<file path="config.mk">
export PLATFORM = sky130hd
export DESIGN_NAME = rng_scheduler
export DESIGN_NICKNAME = d
export VERILOG_FILES = /design/src/rtl/rng_pkg.sv /design/src/rtl/rng_lfsr_32.sv /design/src/rtl/rng_scheduler.sv
export SDC_FILE = /design/constraint.sdc
export NUM_CORES = 1
export LEC_CHECK = 0
export BUFFER_PORTS_ARGS = -buffer_cell sky130_fd_sc_hd__buf_2
export CAP_MARGIN = 5
export CORE_MARGIN = 2
export CORE_UTILIZATION = 45
export CTS_CLUSTER_SIZE = 16
export DETAILED_ROUTE_END_ITERATION = 8
export MAX_ROUTING_LAYER = met4
export PLACE_DENSITY = 0.71
export RECOVER_POWER = 100
export SLEW_MARGIN = 10
export SYNTH_ARGS = -nofsm -noshare
export SYNTH_HDL_FRONTEND = slang
export SYNTH_SLANG_ARGS = --single-unit
</file>
<file path="constraint.sdc">
create_clock -name clk -period 1.98 [get_ports clk]
set_input_delay 0.198 -clock clk [delete_from_list [all_inputs] [get_ports clk]]
set_output_delay 0.198 -clock clk [all_outputs]
set_load 0.03 [all_outputs]
</file>
<file path="src/rtl/rng_pkg.sv">
// ============================================================================
// Module   : rng_pkg
// Purpose  : Shared types, LFSR taps and step function for the RNG scheduler.
// Revision : 1.0
// ============================================================================
`default_nettype none

package rng_pkg;

  typedef enum logic [1:0] {
    ST_IDLE   = 2'd0,
    ST_SEED   = 2'd1,
    ST_WARMUP = 2'd2,
    ST_RUN    = 2'd3
  } rng_state_e;

  localparam int          LFSR_TAP_3 = 23;
  localparam int          LFSR_TAP_2 = 17;
  localparam int          LFSR_TAP_1 = 5;
  localparam int          LFSR_TAP_0 = 0;
  localparam logic [23:0] SEED_MASK  = 24'hFFFFFF;

  typedef logic [31:0] q8_24_t;

  // 24-bit Fibonacci LFSR held in the fraction field; integer byte stays zero.
  function automatic q8_24_t lfsr_step(input q8_24_t s);
    logic fb;
    fb = s[LFSR_TAP_3] ^ s[LFSR_TAP_2] ^ s[LFSR_TAP_1] ^ s[LFSR_TAP_0];
    return {8'h00, s[22:0], fb};
  endfunction

endpackage

`default_nettype wire

</file>
<file path="src/rtl/rng_lfsr_32.sv">
// ============================================================================
// Module   : rng_lfsr_32
// Purpose  : LFSR datapath register with synchronous load and step enable.
// Revision : 1.0
// ============================================================================
`default_nettype none

module rng_lfsr_32
  import rng_pkg::*;
(
  input  logic   clk,
  input  logic   reset_n,
  input  logic   load_i,
  input  q8_24_t seed_i,
  input  logic   en_i,
  output q8_24_t state_o
);

  q8_24_t state_q;
  q8_24_t state_d;

  always_comb begin
    state_d = state_q;
    if (load_i) begin
      state_d = seed_i;
    end else if (en_i) begin
      state_d = lfsr_step(state_q);
    end
  end

  always_ff @(posedge clk or negedge reset_n) begin
    if (!reset_n) begin
      state_q <= '0;
    end else begin
      state_q <= state_d;
    end
  end

  assign state_o = state_q;

endmodule

`default_nettype wire

</file>
<file path="src/rtl/rng_scheduler.sv">
// ============================================================================
// Module   : rng_scheduler
// Purpose  : Seeds/warms an LFSR and hands out one word per round-robin grant.
//            Optional RNG_SCHEDULER_STATS_EN adds the draw_count output.
// Revision : 1.0
// ============================================================================
`default_nettype none

module rng_scheduler
  import rng_pkg::*;
#(
  parameter int NUM_REQ       = 4,
  parameter int WARMUP_CYCLES = 16
) (
  input  logic               clk,
  input  logic               reset_n,
  input  logic               start,
  input  logic               stop,
  input  logic [31:0]        seed,
  input  logic [NUM_REQ-1:0] req,
  output logic [NUM_REQ-1:0] gnt,
  output q8_24_t             rand_out,
  output logic               rand_valid,
  output logic               ready
`ifdef RNG_SCHEDULER_STATS_EN
  ,
  output logic [31:0]        draw_count
`endif
);

  localparam int         PTR_W     = (NUM_REQ > 1) ? $clog2(NUM_REQ) : 1;
  localparam logic [7:0] WARM_LAST = 8'(WARMUP_CYCLES - 1);

  rng_state_e         state_q;
  rng_state_e         state_d;
  logic [23:0]        seed_q;
  logic [PTR_W-1:0]   ptr_q;
  logic [7:0]         warm_cnt_q;
  logic [NUM_REQ-1:0] gnt_q;
  q8_24_t             rand_out_q;
  logic               rand_valid_q;
  logic               ready_q;

  q8_24_t             lfsr_state;
  logic               step;
  logic               warm_step;
  logic               pick_found;
  logic [PTR_W-1:0]   pick_idx;
  logic [PTR_W-1:0]   ptr_nxt;
  logic [NUM_REQ-1:0] gnt_d;
  logic               unused_seed_hi;

  assign unused_seed_hi = ^seed[31:24];

  always_comb begin
    state_d = state_q;
    unique case (state_q)
      ST_IDLE:   if (start) state_d = ST_SEED;
      ST_SEED:   state_d = (WARMUP_CYCLES == 0) ? ST_RUN : ST_WARMUP;
      ST_WARMUP: if (warm_cnt_q == WARM_LAST) state_d = ST_RUN;
      ST_RUN:    if (start) state_d = ST_SEED;
      default:   state_d = ST_IDLE;
    endcase
    if (stop) begin
      state_d = ST_IDLE;
    end
  end

  // A grant only happens when RUN persists into the next cycle (no stop/start).
  assign step      = (state_q == ST_RUN) && (state_d == ST_RUN) && (|req);
  assign warm_step = (state_q == ST_WARMUP) && !stop;

  always_comb begin
    int               j;
    logic [PTR_W-1:0] jj;
    j          = 0;
    jj         = '0;
    pick_found = 1'b0;
    pick_idx   = '0;
    for (int k = 0; k < NUM_REQ; k++) begin
      j = int'(ptr_q) + k;
      if (j >= NUM_REQ) begin
        j = j - NUM_REQ;
      end
      jj = PTR_W'(j);
      if (!pick_found && req[jj]) begin
        pick_found = 1'b1;
        pick_idx   = jj;
      end
    end
    ptr_nxt = (pick_idx == PTR_W'(NUM_REQ - 1)) ? '0 : pick_idx + PTR_W'(1);
    gnt_d   = NUM_REQ'(1) << pick_idx;
  end

  rng_lfsr_32 u_lfsr (
    .clk     (clk),
    .reset_n (reset_n),
    .load_i  (state_q == ST_SEED),
    .seed_i  ({8'h00, seed_q}),
    .en_i    (step | warm_step),
    .state_o (lfsr_state)
  );

  always_ff @(posedge clk or negedge reset_n) begin
    if (!reset_n) begin
      state_q      <= ST_IDLE;
      seed_q       <= '0;
      ptr_q        <= '0;
      warm_cnt_q   <= '0;
      gnt_q        <= '0;
      rand_out_q   <= '0;
      rand_valid_q <= 1'b0;
      ready_q      <= 1'b0;
    end else begin
      state_q      <= state_d;
      ready_q      <= (state_d == ST_RUN);
      gnt_q        <= step ? gnt_d : '0;
      rand_valid_q <= step;
      if (step) begin
        rand_out_q <= lfsr_state;
        ptr_q      <= ptr_nxt;
      end
      if (state_d == ST_SEED) begin
        seed_q <= seed[23:0] & SEED_MASK;
      end
      if (state_q == ST_SEED) begin
        warm_cnt_q <= '0;
      end else if (warm_step) begin
        warm_cnt_q <= warm_cnt_q + 8'd1;
      end
    end
  end

  assign gnt        = gnt_q;
  assign rand_out   = rand_out_q;
  assign rand_valid = rand_valid_q;
  assign ready      = ready_q;

`ifdef RNG_SCHEDULER_STATS_EN
  logic [31:0] draw_q;

  always_ff @(posedge clk or negedge reset_n) begin
    if (!reset_n) begin
      draw_q <= '0;
    end else if (state_q == ST_SEED) begin
      draw_q <= '0;
    end else if (rand_valid_q && (draw_q != 32'hFFFF_FFFF)) begin
      draw_q <= draw_q + 32'd1;
    end
  end

  assign draw_count = draw_q;
`endif

endmodule

`default_nettype wire

</file>
### Word level (Yosys, flattened, before mapping)

Index checks and enable logic that the tools add are counted.

| word-level totals | value |
|---|---|
| output and inout port bits | 38 |
| logic and storage cells | 82 |
| register bits | 106 |
| input bits | 40 |

| cells by class | value |
|---|---|
| reduce and logical (&&, ||, !) cells | 15 |
| $lt $le $gt $ge | 8 |
| shift-type cells | 1 |
| bitwise logic cells | 4 |
| mux-type cells | 29 |
| eq/ne operators | 7 |
| add/subtract/negate cells | 9 |

Operator list:

| cell | number |
|---|---|
| two-way mux 32 bit | 2 |
| two-way mux 2 bit | 12 |
| two-way mux 8 bit | 2 |
| less-than comparator 2 x 3 -> 1 bit, second input constant | 4 |
| greater-or-equal comparator 3 bit, second input constant | 3 |
| adder 8 x 1 -> 8 bit, second input constant | 1 |
| binary-select mux 1 bit (select 2 bit) | 4 |
| equality test 2 bit, second input constant | 4 |
| equality test 8 x 4 -> 1 bit, second input constant | 1 |
| subtractor 2 x 1 -> 2 bit, second input constant | 4 |
| two-way mux 1 bit | 7 |
| adder 2 x 2 -> 3 bit, second input constant | 2 |
| logical AND 1 bit | 6 |
| one-hot mux 2 bit (3 select lines) | 1 |
| equality test 2 x 1 -> 1 bit, second input constant | 2 |
| zero test 1 bit | 4 |
| two-way mux 4 bit | 1 |
| nonzero test 2 bit | 2 |
| OR reduction 4 bit | 1 |
| left shift 1 x 2 -> 4 bit, first input constant | 1 |
| adder 2 x 1 -> 3 bit, second input constant | 1 |
| greater-or-equal comparator 2 x 3 -> 1 bit, second input constant | 1 |
| bitwise XOR 1 bit | 3 |
| adder 2 x 1 -> 2 bit, second input constant | 1 |
| other kinds (3) | 3 |

### Depth between registers and ports, before layout

Gate-level depths: netlist of the first run.

| depth | value |
|---|---|
| depth after elaboration | 16 |
| gate-level depth with buffers | 8 |
| depth with buffers taken out | 6 |

### By module

Synthesis of the first run repeated with hierarchy kept, for this count alone.

| second synthesis, totals | value |
|---|---|
| cell total of the unflattened synthesis | 342 |
| area, all modules | 4500.6 um^2 |

Modules (own cells, without submodules):

| module | area each (um^2) | sequential area each (um^2) | cells an instance | instances |
|---|---|---|---|---|
| rng_scheduler | 3075.4 | 1851.8 | 213 | 1 |
| rng_lfsr_32 | 1425.1 | 800.8 | 129 | 1 |

### Least setup slack after synthesis of the first run

No wires, ideal clock.

| timing path | value |
|---|---|
| path type | reg2reg |
| from | register warm_cnt_q[0] |
| to | register ptr_q[0] |
| required time | 1.852 ns |
| slack | -0.021 ns |
| clock period less this slack | 2.001 ns |
| arrival | 1.873 ns |
| stages on the path, launching flop included | 7 |
| path buffers | 1 |
| cell sequence | dfrtp_1 ha_1 or4b_4 o22a_1 buf_2 nor2_8 mux2_1 |

| on the way | value |
|---|---|
| cells in the longest elaborated chain, start to end | 7 |

RTL lines:

| item | line | RTL |
|---|---|---|
| from (decl) | rng_scheduler.sv:38 | `logic [7:0] warm_cnt_q;` |
| from (signal assigned) | rng_scheduler.sv:129 | `warm_cnt_q <= warm_cnt_q + 8'd1;` |
| equality test 8 x 4 -> 1 bit | rng_scheduler.sv:60 | `ST_WARMUP: if (warm_cnt_q == WARM_LAST) state_d = ST_RUN;` |
| two-way mux 2 bit | rng_scheduler.sv:60 |  |
| one-hot mux 2 bit (3 select lines) | rng_scheduler.sv:57 | `unique case (state_q)` |
| two-way mux 2 bit | rng_scheduler.sv:64 | `if (stop) begin` |
| equality test 2 bit | rng_scheduler.sv:70 | `assign step = (state_q == ST_RUN) && (state_d == ST_RUN) && (\|req);` |
| logical AND 1 bit (2 in series) | rng_scheduler.sv:70 |  |
| to (signal assigned) | rng_scheduler.sv:121 | `ptr_q <= ptr_nxt;` |
| to (decl) | rng_scheduler.sv:37 | `logic [PTR_W-1:0] ptr_q;` |

No other way between the ends.
A chain may end at the register's enable or synchronous reset.

### Worst setup path in the final report of the first run

| timing path | value |
|---|---|
| from | register warm_cnt_q[0] |
| to | register seed_q[4] |

| on the way | value |
|---|---|
| cells in the longest elaborated chain, start to end | 5 |

RTL lines:

| item | line | RTL |
|---|---|---|
| equality test 8 x 4 -> 1 bit | rng_scheduler.sv:60 |  |
| two-way mux 2 bit | rng_scheduler.sv:60 |  |
| one-hot mux 2 bit (3 select lines) | rng_scheduler.sv:57 |  |
| two-way mux 2 bit | rng_scheduler.sv:64 |  |
| equality test 2 x 1 -> 1 bit | rng_scheduler.sv:123 | `if (state_d == ST_SEED) begin` |
| to (signal assigned) | rng_scheduler.sv:124 | `seed_q <= seed[23:0] & SEED_MASK;` |
| to (decl) | rng_scheduler.sv:36 | `logic [23:0] seed_q;` |

No other way between the ends.

==> qor.csv, run 1 <==
metric,value,unit
status,"complete, but fails checks",
failing checks,setup timing,
Area after DPL,4850,sq um
Final Hold Viols,0,
Startpoint Class,flip-flop,
internal power component,4.57,mW
Vias,3212,
sw frac,35.0,%
Main synth FF type,dfrtp_1,
die width,102,microns
Max Cap Violations,0,
Ys Warns,0,
LEAKAGE,2.49,nW
Clock Power Share,21.1,%
top-count cell post-synth,dfrtp_1,
RePlAce Congestion,0.784,
DP Worst Slack,-0.0243,ns
CTS Buf Count,9,
Final min period,2.00,ns
Worst slew margin,4.37,%
"Design Area, Final",5130,sq um
Yosys cell types,45,
share of the synthesized area in the top cell type,52.2,%
Worst VDD drop,0.620,mV
grt ovf,0,
largest net degree at the start of global routing,67,
logic gate share of total power,39.9,%
Die ar.,10400,sq um
clk_lat worst skew,0.35,ns
post-synthesis register bit count,90,
CP required,2.22,ns
ys async rst share,100,%
post-synthesis sequential area ratio,52.2,%
synthesized area per cell,10.9,sq um
largest area contributor in the netlist,dfrtp_1,
initial core utilization,46.5,%
DPL Wire Length,6.13,mm
largest cells by area after synthesis,"dfrtp_1, mux2_4, nand2_1, a22oi_1, o211ai_1",
Final nets,514,
DR vias/cell,5.36,
Final Setup Violations,13,
fmax,500,MHz
wire per inst,15.7,microns
Post-Syn Area,4310,sq um
GRT Util Overall,19.0,%
Worst-path clk slew,0.09,ns
setup ws final,-0.0196,ns
n_diodes,0,
"critical path, cell by cell",ha_2 > or4b_4 > o22ai_4 > nand3_4 > buf_12 > mux2_4,
die height,102,microns
RSZ-0062 raised after global routing,yes,
Slowest cell on crit path,or4b_4,
# rows,35,
# IOs,78,
number of buffers added on ports,61,
H-tree levels,3,
Root Driver,clkbuf_8,
crit path kind,reg2reg,
"Largest stage delay, worst path",0.49,ns
post-route ant nets,0,
"CP delay by family, top",simple AND/OR/NAND/NOR gates,
core footprint,9280,sq um
crit path DAT,2.23,ns
hold crit path type,in2reg,
pwr dens,1370,nW/um^2
Slew Limit Fails,0,
CTS tree,built,
P_sw,2.46,mW
initial antenna violation count,0,
worst-path maximum fanout,15,
Fin Clk Skew,0.0108,ns
Slew @ Worst Pin,1.43,ns
Critical Path End Type,flip-flop,
list of most frequent post-synthesis cells,"dfrtp_1, nand2_1, nand3_1",
Seq pwr share,39.0,%
"EDFF count, synth",0,
DR iter-0 viols,199,
Sink Count,90,
first-pass GRT wire length,14.9,mm
Syn Inst Count,396,
final hold slack,0.0657,ns
drt first pass iters,4,
P&R area growth vs syn,19.0,%
WL final,9.40,mm
vias in the first global route,3040,
Worst Path Buf+Inv,1,
crit share post-route,101,%
total power draw,7.02,mW
share of post-route cells with drive strength above 1,22.8,%
DRC,0,
CTS max path bufs,2,
-- repair_timing --
action | in CTS | in global routing
pin swaps | 0 | 4
endpoints found under the hold margin | 24 | 0
endpoints found under the setup margin | 42 | 73
resized for setup | 2 | 20
buffers inserted | 0 | 3
hold buffers | 1 | 0
-- placed cells by master (no fill, tap or decap), types with 7 or more instances in the layout --
| cell type | netlist | layout |
|---|---|---|
| a22oi_1 | 23 | 23 |
| nand3_1 | 25 | 25 |
| buf_4 | 10 | 13 |
| nand2_1 | 49 | 49 |
| clkbuf_8 | 0 | 9 |
| xor2_1 | 7 | 7 |
| o21ai_0 | 16 | 8 |
| o211ai_1 | 22 | 22 |
| ha_1 | 9 | 7 |
| clkbuf_1 | 16 | 32 |
| conb_1 | 1 | 8 |
| dfrtp_1 | 90 | 90 |
| nor2_1 | 12 | 10 |
| buf_2 | 5 | 30 |
| mux2_4 | 20 | 20 |
| nor2b_1 | 23 | 22 |
| and3_1 | 8 | 8 |
| o21ai_1 | 10 | 18 |
-- state kept, by name (all words and copies together) (netlist names) --
signal and flops:
warm_cnt_q 8, gnt 4, u_lfsr.state_o 24, seed_q 24
ptr_q 2, ready 1, rand_out 24, rand_valid 1
state_q 2
-- path summary, 6_finish.rpt --
path,start,depth (start not counted),endpoint,slack [ns]
worst max-delay path,warm_cnt_q[0],6,seed_q[4],-0.02
worst min-delay path,seed[19],2,seed_q[19],0.07
worst max register to register,warm_cnt_q[0],6,seed_q[4],-0.02
worst min register to register,rand_out[16],2,rand_out[16],0.50
max in group asynchronous,reset_n,3,warm_cnt_q[3],0.25
min in group asynchronous,reset_n,2,rand_out[13],0.71
-- cell type report --
cell class	instances	area (sq um)
Timing Repair Buffer	86	536
Multi-Input combinational cell	273	1920
Inverter	5	18.8
Clock buffer	10	128
Clock inverter	6	113
Sequential cell	90	2250
Tap cell	129	161
Fill cell	845	4150
-- through the flow --
stage / std cells / TNS, ns / util [%]
global route: 599 / -1.62 / 55.3
CTS: 596 / -0.577 / 55.0
floorplan: 403 / 0 / -
finish: 599 / -0.144 / 55.3
global placement: 579 / 0 / 52.2
detailed placement: 579 / -0.324 / 52.2
-- per-layer routing --
metal	vias up	global-route usage, %	routed length, microns
li1	1531	-	-
met1	1567	25.2	4320
met2	99	29.0	4410
met3	15	2.87	470
met4	0	8.41	197
met5	-	-	0
-- power by group through the flow --
stage	combinational [mW]	clock (mW)	sequential, mW
floorplan	1.99	0	2.74
global route	3.06	1.58	2.81
CTS	2.70	1.51	2.74
detailed placement	2.67	0	2.76
global placement	2.59	0	2.74
finish	2.80	1.48	2.74
-- logic make-up after synthesis --
| kind of cell | after synthesis | share of synthesized area, % |
|---|---|---|
| other cells | 1 | 0.0869 |
| simple gates | 134 | 15.9 |
| mux | 28 | 9.02 |
| buf+inv | 40 | 4.84 |
| fa+ha+maj | 9 | 2.61 |
| xor+xnor | 10 | 2.03 |
| compound gates | 84 | 13.3 |
| flops | 90 | 52.2 |
No activity file was read; power rests on OpenSTA's default activity.
==> run 2, diff against run 1 <==
--- a/config.mk
+++ b/config.mk
@@ -11,7 +11,6 @@
 export CORE_UTILIZATION = 45
 export CTS_CLUSTER_SIZE = 16
 export DETAILED_ROUTE_END_ITERATION = 8
-export MAX_ROUTING_LAYER = met4
 export PLACE_DENSITY = 0.71
 export RECOVER_POWER = 100
 export SLEW_MARGIN = 10
==> run 2 against run 1 <==
- the run still ends with setup timing left
- clock power is essentially flat
- critical endpoint unchanged
- critical path depth is the same
- critical path type unchanged
- fmax grew 0.15%
- largest cell class unchanged
==> qor.csv, run 2 (synthesis gave the netlist of run 1 again) <==
metric,value,unit,change
# rows,35,,unchanged
n_diodes,0,,unchanged
R2R depth,6,,unchanged
sw frac,35.0,%,about the same
Root Driver,clkbuf_8,,
Sink Count,90,,unchanged
Final nets,514,,unchanged
pwr dens,1370,nW/um^2,about the same
Final Non-Filler Cells,599,,unchanged
fmax,501,MHz,+0.15%
wire per inst,15.7,microns,+0.16%
crit share post-route,101,%,-0.15 points
Final Setup Violations,13,,unchanged
RePlAce Congestion,0.773,,-1.3%
Fillers,845,,unchanged
Worst Path Buf+Inv,1,,unchanged
"Design Area, Final",5130,sq um,unchanged
final hold slack,0.0637,ns,-0.00205 ns
drt first pass iters,4,,unchanged
first-pass GRT wire length,14.9,mm,unchanged
Slew Limit Fails,0,,unchanged
post-route ant nets,0,,unchanged
"commonest non-fill, non-tap cells in the layout","dfrtp_1, nand2_1, clkbuf_1",,
Max Cap Violations,0,,unchanged
DP Worst Slack,-0.0243,ns,unchanged
P_sw,2.46,mW,about the same
die height,102,microns,unchanged
number of cells on the critical path,6,,unchanged
DR vias/cell,5.36,,about the same
vias in the first global route,3043,,+0.099%
logic gate share of total power,39.9,%,about the same
number of buffers added on ports,61,,unchanged
crit path kind,reg2reg,,
CTS max path bufs,2,,unchanged
clk_lat worst skew,0.35,ns,about the same
Post-Route Utilization,55.3,%,unchanged
worst-path maximum fanout,15,,unchanged
CTS Buf Count,9,,unchanged
Metal-1 WL,4.25,mm,-1.7%
CTS tree,built,,
grt ovf,0,,unchanged
setup_tns,-0.125,ns,+0.0192 ns
P&R area growth vs syn,19.0,%,unchanged
Clock Power Share,21.1,%,about the same
WL final,9.41,mm,+0.16%
hold crit path type,in2reg,,
area taken by multi-input logic gates,1920,sq um,unchanged
Final Hold Viols,0,,unchanged
Fin Clk Skew,0.0112,ns,+0.000429 ns
"Largest stage delay, worst path",0.49,ns,about the same
setup ws final,-0.0166,ns,+0.00296 ns
Final min period,2.00,ns,-0.00296 ns
"commonest non-fill, non-tap cell in the layout",dfrtp_1,,
RSZ-0062 raised after global routing,yes,,
Worst-path clk slew,0.09,ns,about the same
Seq pwr share,39.0,%,about the same
Critical Path End Type,flip-flop,,
DRC,0,,unchanged
status,"complete, but fails checks",,
crit path DAT,2.23,ns,about the same
metal2 WL,4.46,mm,+1.2%
DP Cell Count,579,,unchanged
Slew @ Worst Pin,1.44,ns,+0.00824 ns
Slowest cell on crit path,or4b_4,,
die width,102,microns,unchanged
max layer used,met4,,
Register Area,2250,sq um,unchanged
Vias,3213,,+0.031%
worst hold path depth,2,,unchanged
Worst VDD drop,0.621,mV,+0.12%
DR iter-0 viols,162,,-19%
failing checks,setup timing,,
initial antenna violation count,0,,unchanged
Area after DPL,4850,sq um,unchanged
"critical path, cell by cell",ha_2 > or4b_4 > o22ai_4 > nand3_4 > buf_12 > mux2_4,,
internal power component,4.57,mW,about the same
GRT Util Overall,18.4,%,-0.55 points
share of post-route cells with drive strength above 1,22.8,%,unchanged
initial core utilization,46.5,%,unchanged
Die ar.,10400,sq um,unchanged
Startpoint Class,flip-flop,,
LEAKAGE,2.49,nW,unchanged
Worst slew margin,3.82,%,-0.55 points
routed wl met3,493,microns,+4.9%
DPL Wire Length,6.13,mm,unchanged
"CP delay by family, top",simple AND/OR/NAND/NOR gates,,
core footprint,9280,sq um,unchanged
# IOs,78,,unchanged
total power draw,7.02,mW,about the same
largest net degree at the start of global routing,67,,unchanged
CP required,2.22,ns,about the same
H-tree levels,3,,unchanged
-- run 2: cell counts in the layout (fill, tap and decap cells not counted) --
Identical to the previous run, type by type.
-- run 2: cell type report --
class                           count  share of cell area (%)
Clock inverter                      6                    2.19
Clock buffer                       10                    2.49
Sequential cell                    90                    43.9
Inverter                            5                   0.366
Tap cell                          129                    3.14
Timing Repair Buffer               86                    10.4
Multi-Input combinational cell    273                    37.5
-- run 2: power groups by stage --
stage / registers, mW / logic [mW] / clock network (mW)
floorplan: 2.74 / 1.99 / 0
global placement: 2.74 / 2.59 / 0
detailed placement: 2.76 / 2.67 / 0
CTS: 2.74 / 2.70 / 1.51
global route: 2.81 / 3.06 / 1.59
finish: 2.74 / 2.80 / 1.48
-- run 2: layer usage --
metal	vias up	GRT usage, %
li1	1530	-
met1	1564	25.0
met2	103	29.0
met3	16	3.28
met4	0	8.41
met5	-	0
-- run 2: worst paths after layout --
path | from | end | slack [ns]
max | warm_cnt_q[0] | seed_q[4] | -0.02
min | seed[19] | seed_q[19] | 0.06
max reg2reg | warm_cnt_q[0] | seed_q[4] | -0.02
min reg2reg | rand_out[15] | rand_out[15] | 0.51
max in group asynchronous | reset_n | u_lfsr.state_o[1] | 0.26
min in group asynchronous | reset_n | rand_out[13] | 0.71
-- run 2: timing repair --
item	CTS	global route
setup buffers	0	3
pin swaps	0	4
resized for setup	2	20
endpoints found under the hold margin	24	0
hold buffers	1	0
endpoints found under the setup margin	42	73
-- run 2: worst reg2reg max path, cell delays in order (launching register included) --
cell and delay, ns:
dfrtp_1 0.38, ha_2 0.19, or4b_4 0.49, o22ai_4 0.22, nand3_4 0.13, buf_12 0.18, mux2_4 0.30
==> run 3, diff against run 2 <==
--- a/config.mk
+++ b/config.mk
@@ -5,6 +5,7 @@
 export SDC_FILE = /design/constraint.sdc
 export NUM_CORES = 1
 export LEC_CHECK = 0
+export ABC_AREA = 1
 export BUFFER_PORTS_ARGS = -buffer_cell sky130_fd_sc_hd__buf_2
 export CAP_MARGIN = 5
 export CORE_MARGIN = 2
==> run 3 against run 2 <==
- the run now ends clean
- combinational power down 11%
- clock skew is 0.00060 ns lower
- utilization shrank 2.4 points
- first-iteration DRC count rose by 19%
- wire length is 6.5% lower
- cell area shrank 4.8%
- sequential cell count unchanged
==> qor.csv, run 3 <==
metric,value,unit,change
status,finished clean,,
Final Non-Filler Cells,716,,+20%
setup ws final,0.0214,ns,+0.0380 ns
CTS tree,built,,
die width,102,microns,-0.20%
Yosys cell types,28,,-38%
Worst-path clk slew,0.10,ns,about the same
DRC,0,,unchanged
Final nets,631,,+23%
drt first pass iters,4,,unchanged
wire per inst,12.3,microns,-22%
# IOs,78,,unchanged
Ys Warns,0,,unchanged
H-tree levels,3,,unchanged
CTS Buf Count,9,,unchanged
pwr dens,1290,nW/um^2,-5.7%
RePlAce Congestion,0.805,,+4.1%
Post-Syn Area,4300,sq um,-0.41%
# rows,35,,unchanged
total power draw,6.31,mW,-10%
die height,102,microns,-0.20%
post-synthesis register bit count,90,,unchanged
share of the synthesized area in the top cell type,52.4,%,+0.21 points
largest area contributor in the netlist,dfrtp_1,,
Root Driver,clkbuf_8,,
RSZ-0062 raised after global routing,yes,,
first-pass GRT wire length,14.7,mm,-1.7%
top-count cell post-synth,nand2_1,,
share of post-route cells with drive strength above 1,12.9,%,-9.8 points
DP Worst Slack,-0.0489,ns,-0.0247 ns
n_diodes,0,,unchanged
WL final,8.80,mm,-6.5%
vias in the first global route,3163,,+3.9%
CP required,2.21,ns,about the same
largest cells by area after synthesis,"dfrtp_1, nand2_1, nand3_1, o21ai_0, inv_1",,
worst-path maximum fanout,6,,-9
DR iter-0 viols,193,,+19%
Fillers,903,,+6.9%
Slew @ Worst Pin,0.875,ns,-0.568 ns
crit path kind,reg2reg,,
Syn Inst Count,520,,+31%
clk_lat worst skew,0.36,ns,about the same
crit share post-route,98.9,%,-1.9 points
DPL Wire Length,6.09,mm,-0.76%
Worst slew margin,41.7,%,+38 points
Final Setup Violations,0,,-13
synthesized area per cell,8.26,sq um,-24%
DR vias/cell,4.77,,-11%
P&R area growth vs syn,13.8,%,
list of most frequent post-synthesis cells,"nand2_1, dfrtp_1, nand3_1",,
Main synth FF type,dfrtp_1,,
initial core utilization,46.5,%,about the same
Slew Limit Fails,0,,unchanged
Die ar.,10300,sq um,-0.39%
Critical Path End Type,flip-flop,,
core footprint,9240,sq um,-0.47%
Vias,3417,,+6.3%
"commonest non-fill, non-tap cells in the layout","nand2_1, dfrtp_1, nand3_1",,
initial antenna violation count,0,,unchanged
"commonest non-fill, non-tap cell in the layout",nand2_1,,
DP Cell Count,697,,+20%
"EDFF count, synth",0,,unchanged
Final Hold Viols,0,,unchanged
ys async rst share,100,%,unchanged
fmax,511,MHz,+1.9%
crit path DAT,2.19,ns,-0.04 ns
grt ovf,0,,unchanged
post-synthesis sequential area ratio,52.4,%,+0.21 points
Worst VDD drop,0.463,mV,-25%
GRT Util Overall,18.2,%,-0.26 points
Sink Count,90,,unchanged
CTS max path bufs,2,,unchanged
Max Cap Violations,0,,unchanged
Startpoint Class,flip-flop,,
Final min period,1.96,ns,-0.0380 ns
hold crit path type,in2reg,,
post-route ant nets,0,,unchanged
number of buffers added on ports,61,,unchanged
LEAKAGE,2.48,nW,-0.33%
largest net degree at the start of global routing,63,,-6.0%
Fin Clk Skew,0.0106,ns,-0.000600 ns
[run 3: final cells by class]
cell class	count	area [sq um]	share of cell area, %
clock buffers	9	124	2.53
flip-flops and latches	90	2250	46.1
repair buffers	77	384	7.86
clock inverters	7	61.3	1.25
well taps	129	161	3.30
multi-input cells	353	1710	35.0
inverters	51	191	3.92
[run 3: where the power goes]
part | total [mW] | switching, mW | internal [mW]
clock network | 1.19 | 0.710 | 0.480
registers | 2.63 | 0.310 | 2.32
logic | 2.48 | 1.65 | 0.830
[run 3: cells by family (layout without fill, tap and decap cells)]
| kind of cell | after synthesis | after routing | share of synthesized area, % |
|---|---|---|---|
| other | 1 | 8 | 0.0873 |
| and+or+nand+nor | 266 | 266 | 26.2 |
| DFF | 90 | 90 | 52.4 |
| adders and majority gates | 9 | 9 | 2.62 |
| buffers and inverters | 84 | 144 | 9.44 |
| AOI/OAI and AO/OA | 65 | 65 | 8.19 |
| xor gates and xnor gates | 5 | 5 | 1.02 |
[run 3: worst max-delay path, stage by stage (launching register included)]
cell     delay, ns
dfrtp_2       0.41
buf_4         0.17
xor2_2        0.19
nand2_1       0.09
nand2_2       0.08
nor3_2        0.17
inv_1         0.09
nand2_1       0.09
nand2_1       0.10
ha_1          0.30
nand2_1       0.06
o21ai_0       0.08
[run 3: through the flow]
step	setup TNS, ns	cell area [sq um]	util [%]	hold slack [ns]
detailed placement	-0.0489	4690	50.8	0.192
global placement	0	4690	50.8	0.193
finish	0	4890	52.9	0.0497
global route	-0.997	4890	52.9	0.0484
floorplan	0	4320	-	-0.0976
CTS	0	4890	53.0	0.0407
[run 3: what timing repair did]
action / 4_1_cts / 5_1_grt
buffers inserted: 0 / 2
resized for setup: 4 / 14
pin swaps: 0 / 0
hold buffers: 1 / 0
hold endpoints to repair: 35 / 0
setup endpoints to repair: 5 / 33
[run 3: routing by layer]
metal	vias up	wire, microns	global-route usage, %
met4	0	146	7.80
met5	-	0	0
met3	11	401	3.24
met1	1586	4210	25.8
li1	1749	-	-
met2	71	4040	27.4
[run 3: worst paths after layout]
path                            slack (ns)                 end  cells after the start       start
worst max-delay path                  0.02            ptr_q[1]                     11    ptr_q[0]
worst min-delay path                  0.05          seed_q[18]                      3    seed[18]
worst max register to register        0.02            ptr_q[1]                     11    ptr_q[0]
worst min register to register        0.48          seed_q[23]                      2  seed_q[23]
max in group asynchronous             0.45  u_lfsr.state_o[11]                      3     reset_n
min in group asynchronous             0.47          state_q[0]                      2     reset_n
